### config.mk
export PLATFORM = sky130hd
export DESIGN_NAME = hptdc_fifo_usb_reader
export DESIGN_NICKNAME = d
export VERILOG_FILES = /design/src/rtl/hptdc_fifo_usb_reader.sv
export SDC_FILE = /design/constraint.sdc
export NUM_CORES = 1
export LEC_CHECK = 0
export ABC_AREA = 1
export CAP_MARGIN = 15
export CELL_PAD_IN_SITES_DETAIL_PLACEMENT = 0
export CELL_PAD_IN_SITES_GLOBAL_PLACEMENT = 2
export CORE_UTILIZATION = 26
export CTS_CLUSTER_SIZE = 16
export DETAILED_ROUTE_END_ITERATION = 6
export MAX_ROUTING_LAYER = met4
export PLACE_DENSITY_LB_ADDON = 0.1
export SYNTH_ARGS = -nofsm -noshare
export SYNTH_HDL_FRONTEND = slang
export SYNTH_SLANG_ARGS = --single-unit
### constraint.sdc
create_clock -name clk -period 1.4 [get_ports clk]
set_input_delay 0.28 -clock clk [delete_from_list [all_inputs] [get_ports clk]]
set_output_delay 0.28 -clock clk [all_outputs]
set_load 0.01 [all_outputs]
### src/rtl/hptdc_fifo_usb_reader.sv
// Pops one HPTDC capture-FIFO word at a time and streams it MSB-first, byte by byte,
// into an FT232H-style synchronous USB write FIFO, retrying pops that get no data strobe.
module hptdc_fifo_usb_reader #(
  parameter int DATA_WIDTH = 24,
  parameter int WAIT_LIMIT = 4
) (
  input  logic                  clk,
  input  logic                  rst_n,
  input  logic                  enable,
  input  logic                  fifo_empty,
  input  logic [DATA_WIDTH-1:0] fifo_data,
  input  logic                  fifo_output_ready,
  output logic                  fifo_read_enable,
  input  logic                  usb_txe_n,
  output logic                  usb_wr_n,
  output logic [7:0]            usb_data,
  output logic                  busy,
  output logic [15:0]           words_sent,
  output logic [7:0]            retries
);

  localparam int NBYTES = DATA_WIDTH / 8;
  localparam int IDX_W  = (NBYTES > 1) ? $clog2(NBYTES) : 1;
  localparam int CNT_W  = $clog2(WAIT_LIMIT + 1);

  typedef enum logic [1:0] {S_IDLE, S_REQ, S_WAIT, S_SEND} state_t;

  state_t                state_q, state_d;
  logic [DATA_WIDTH-1:0] shift_q, shift_d;
  logic [IDX_W-1:0]      idx_q, idx_d;
  logic [CNT_W-1:0]      cnt_q, cnt_d;
  logic                  rd_en_q, rd_en_d;
  logic                  wr_n_q, wr_n_d;
  logic                  busy_q, busy_d;
  logic [7:0]            data_q, data_d;
  logic [15:0]           words_q, words_d;
  logic [7:0]            retries_q, retries_d;
  logic                  byte_taken;

  always_comb begin
    state_d    = state_q;
    shift_d    = shift_q;
    idx_d      = idx_q;
    cnt_d      = cnt_q;
    wr_n_d     = wr_n_q;
    data_d     = data_q;
    words_d    = words_q;
    retries_d  = retries_q;
    byte_taken = !wr_n_q && !usb_txe_n;

    case (state_q)
      S_IDLE: begin
        wr_n_d = 1'b1;
        if (enable && !fifo_empty) state_d = S_REQ;
      end
      S_REQ: begin
        cnt_d   = CNT_W'(WAIT_LIMIT);
        state_d = S_WAIT;
      end
      S_WAIT: begin
        if (fifo_output_ready) begin
          shift_d = fifo_data;
          data_d  = fifo_data[DATA_WIDTH-1 -: 8];
          idx_d   = '0;
          wr_n_d  = usb_txe_n;
          state_d = S_SEND;
        end else if (cnt_q == '0) begin
          // Pop lost to a concurrent FIFO write: the word is still there, so ask again.
          if (retries_q != 8'hFF) retries_d = retries_q + 8'd1;
          state_d = fifo_empty ? S_IDLE : S_REQ;
        end else begin
          cnt_d = cnt_q - 1'b1;
        end
      end
      S_SEND: begin
        if (byte_taken && idx_q == IDX_W'(NBYTES - 1)) begin
          words_d = words_q + 16'd1;
          wr_n_d  = 1'b1;
          state_d = S_IDLE;
        end else if (byte_taken) begin
          shift_d = shift_q << 8;
          data_d  = shift_d[DATA_WIDTH-1 -: 8];
          idx_d   = idx_q + 1'b1;
          wr_n_d  = usb_txe_n;
        end else begin
          // Stalled byte stays on the bus; strobe follows the USB FIFO's space flag.
          wr_n_d = usb_txe_n;
        end
      end
      default: state_d = S_IDLE;
    endcase

    rd_en_d = (state_d == S_REQ);
    busy_d  = (state_d != S_IDLE);
  end

  always_ff @(posedge clk or negedge rst_n) begin
    if (!rst_n) begin
      state_q   <= S_IDLE;
      shift_q   <= '0;
      idx_q     <= '0;
      cnt_q     <= '0;
      rd_en_q   <= 1'b0;
      wr_n_q    <= 1'b1;
      busy_q    <= 1'b0;
      data_q    <= 8'h00;
      words_q   <= 16'd0;
      retries_q <= 8'd0;
    end else begin
      state_q   <= state_d;
      shift_q   <= shift_d;
      idx_q     <= idx_d;
      cnt_q     <= cnt_d;
      rd_en_q   <= rd_en_d;
      wr_n_q    <= wr_n_d;
      busy_q    <= busy_d;
      data_q    <= data_d;
      words_q   <= words_d;
      retries_q <= retries_d;
    end
  end

  assign fifo_read_enable = rd_en_q;
  assign usb_wr_n         = wr_n_q;
  assign usb_data         = data_q;
  assign busy             = busy_q;
  assign words_sent       = words_q;
  assign retries          = retries_q;

endmodule

==> summary.txt <==
Status: finished, violations left
Failing checks: negative setup slack
Setup CP Type: register to register
CP Launch Type: register
Cell Chain, Critical Path: nor2_4 -> buf_6 -> nand3_4 -> nand2_4 -> nor2_4 -> buf_8 -> clkbuf_16 -> nor2_4 -> a21oi_2
Int Power: 5.92 mW
Remaining Overflow, GRT: 0
Relative slew slack: 74.5%
Worst R2R Setup Slack: -0.16 ns
Gp weighted congestion: 0.738
XOR/XNOR Fraction of Synth Area: 4.50%
Fin nets: 539
Synth Area in Compound Gates: 11.1%
Clk_lat worst skew: 0.34 ns
DRC violation total after the first TritonRoute iteration: 47
Seq pwr share: 26.3%
Fin Hold WS: 0.387 ns
Mapped cell area: 2920 sq um
Largest family of logic cells by synthesized area: simple AND/OR/NAND/NOR gates
Tot GR Track Use: 16.0%
Die Height: 108 um
Storage element area: 1460 sq um
Die area: 11600 sq um
Clock root buffer: clkbuf_8
Area of placed instances: 4020 sq um
Global-route wire length before repair: 13.7 mm
Initial antenna violation count: 0
Unrepaired setup endpoints after global routing: true
CTS H-tree lvls: 3
Final period utilization: 112%
Mux contribution to synthesized area: 0%
Vias in the first global route: 2738
Pre-antenna DRT Iters: 4
Post-DR vias/cell: 4.26
Post-route ant nets: 0
# DRC: 0
Worst-Margin Slew: 0.378 ns
Post-Syn Nets: 395
Clock Tree Buf Depth: 2
Chip Width: 108 um
Peak supply drop: 0.000937 V
Vias: 2761
Synth Area in Simple Gates: 25.2%
Ant. Diodes: 0
Synthesis-stage register bit count: 58
Multi-input gate area: 1640 sq um
CP bufs+invs: 3
PnR worst setup slack: -0.161 ns
Synth top cells by count: nand2_1 (106), dfrtp_1 (57), nor2_1 (40), inv_1 (37), o21ai_0 (29)
Delay-heaviest family, CP: flip-flops
CP dominant cell by count: nor2_4
Post-Synth Adder-Cell Area: 2.15%
Fillers: 1103
Layout Utilization: 46.0%
Switch Pwr: 3.86 mW
TritonCTS buffer count: 9
Top FF cell, synth: dfrtp_1
Max Cap Viol: 0
Sequential cell area fraction in the yosys report: 49.8%
EDFF count, synth: 0
Core area: 10900 sq um
Largest net degree at the start of global routing: 22
Crit-path slowest cell: dfstp_2
Hold Path Class: primary input to asynchronous set/reset pin
CTS tree: built
Max Slew Vio Count: 0
Top-count cell post-synth: nand2_1
Wire length per cell: 12.9 um
Largest area contributor in the netlist: dfrtp_1
Clock Sinks: 58
Final Skew: 0.00579 ns
Synth area leaders: dfrtp_1 (49%), nand2_1 (14%), nor2_1 (5.1%)
Worst-path clk slew: 0.06 ns
DPL Wire Length: 5.31 mm
Row cnt: 38
Final Hold Fails: 0
Slowest Stage Delay on Critical Path: 0.55 ns
IO Pins: 65
Setup TNS: -3.59 ns
Warnings, synthesis: 0
Clock power frac: 14.2%
Crit end category: register
CP Data Required Time: 1.67 ns
Min Tclk post-route: 1.56 ns
Cells after Synth: 360
Leak: 2.38 nW
Post-synth cell types: 26
Port Buf Inserts: 64
Fmax achieved: 641 MHz
Combinational share of power: 59.5%
Sw Share: 39.5%
Routed WL: 8.33 mm
P&R area growth vs syn: 71.6%
Initial Utilization: 26.8%
Post-route cell area: 5000 sq um
Worst Path Arrival: 1.83 ns
Layout cell share with drive strength beyond 1: 37.4%
Final setup fails: 42
Share of flip-flops with an asynchronous set or reset after synthesis: 100%
Syn Area/Cell: 8.10 sq um
PD cells: 1950 nW/um^2
Post-synth top area share: 48.9%
CP Max Fanout: 4
-- logic make-up (layout without fill, tap and decap cells) --
family                     count (synthesis)  count (layout)
and+or+nand+nor                          177             177
DFF                                       58              58
AOI/OAI and AO/OA                         57              57
buffers and inverters                     48             196
xor gates and xnor gates                  15              15
adders and majority gates                  5               5
-- power by group through the flow --
| stage | registers, mW | logic, mW | clock network, mW |
|---|---|---|---|
| after floorplan | 2.67 | 2.09 | 0 |
| after global placement | 2.56 | 3.67 | 0 |
| after detailed placement | 2.58 | 3.68 | 0 |
| after CTS | 2.55 | 5.60 | 1.45 |
| after global routing | 2.64 | 6.38 | 1.50 |
| final | 2.57 | 5.82 | 1.39 |
-- cell type report --
type                    instances  share of cell area [%]
multi-input cells             254                    32.7
flip-flops and latches         58                    29.1
repair buffers                143                    28.3
well taps                     140                    3.50
clock buffers                  12                    3.10
inverters                      38                    3.00
clock inverters                 3                   0.300
-- timing repair --
item                       in CTS  in global routing
hold buffers                    1                  0
pin swaps                      16                 29
setup endpoints to repair      77                 56
resized for setup             118                 73
hold endpoints to repair        8                  0
gates cloned                    6                  1
setup buffers                  26                 12
-- through the flow --
step	worst slack [ns]	std cells	power, mW
floorplan	-0.0511	360	4.77
global placement	-0.345	592	6.23
detailed placement	-0.358	592	6.26
CTS	-0.167	640	9.59
global route	-0.235	648	10.5
finish	-0.161	648	9.78
-- path summary, 6_finish.rpt --
| check | depth (start not counted) | to | startpoint |
|---|---|---|---|
| setup reg to reg | 9 | usb_data[3] | usb_wr_n |
| max in group asynchronous | 3 | usb_wr_n | rst_n |
| hold / removal | 2 | usb_data[2] | rst_n |
| setup / recovery | 9 | usb_data[3] | usb_wr_n |
| hold reg to reg | 2 | shift_q[6] | shift_q[6] |
| min in group clk | 2 | shift_q[6] | shift_q[6] |
-- registers in the layout, indices dropped and copies added, names as in the netlist --
signal and count:
retries 8, fifo_read_enable 1, idx_q 2, words_sent 16, cnt_q 3, usb_data 8, state_q 2, busy 1
shift_q 16, usb_wr_n 1
-- routing by layer --
| layer | wire length, um | vias to the layer above | track usage [%] |
|---|---|---|---|
| li1 | - | 1430 | - |
| met2 | 3880 | 48 | 24.7 |
| met5 | 0 | - | - |
| met3 | 325 | 11 | 3.51 |
| met1 | 4000 | 1272 | 20.5 |
| met4 | 126 | 0 | 6.16 |
-- placed cells by master, fill, tap and decap left out, drive strengths merged --
| master | synthesis | routed |
|---|---|---|
| nand2 | 108 | 108 |
| buf | 7 | 80 |
| dfrtp | 57 | 57 |
| nor2 | 44 | 44 |
| o21ai | 44 | 44 |
| inv | 38 | 38 |
| dlygate4sd2 | 0 | 31 |
| clkdlybuf4s50 | 0 | 28 |
| nand3 | 17 | 17 |
| clkbuf | 3 | 14 |
| a21oi | 10 | 10 |
| xor2 | 8 | 8 |
| xnor2 | 7 | 7 |
| nand4 | 5 | 5 |
| ha | 5 | 5 |
| clkinv | 0 | 3 |
| nand3b | 2 | 2 |
| o31ai | 2 | 2 |
| a21boi | 1 | 1 |
| nor3 | 1 | 1 |
| dlygate4sd3 | 0 | 1 |
| clkdlybuf4s15 | 0 | 1 |
| dfstp | 1 | 1 |
Power figures use the tool's default switching activity.
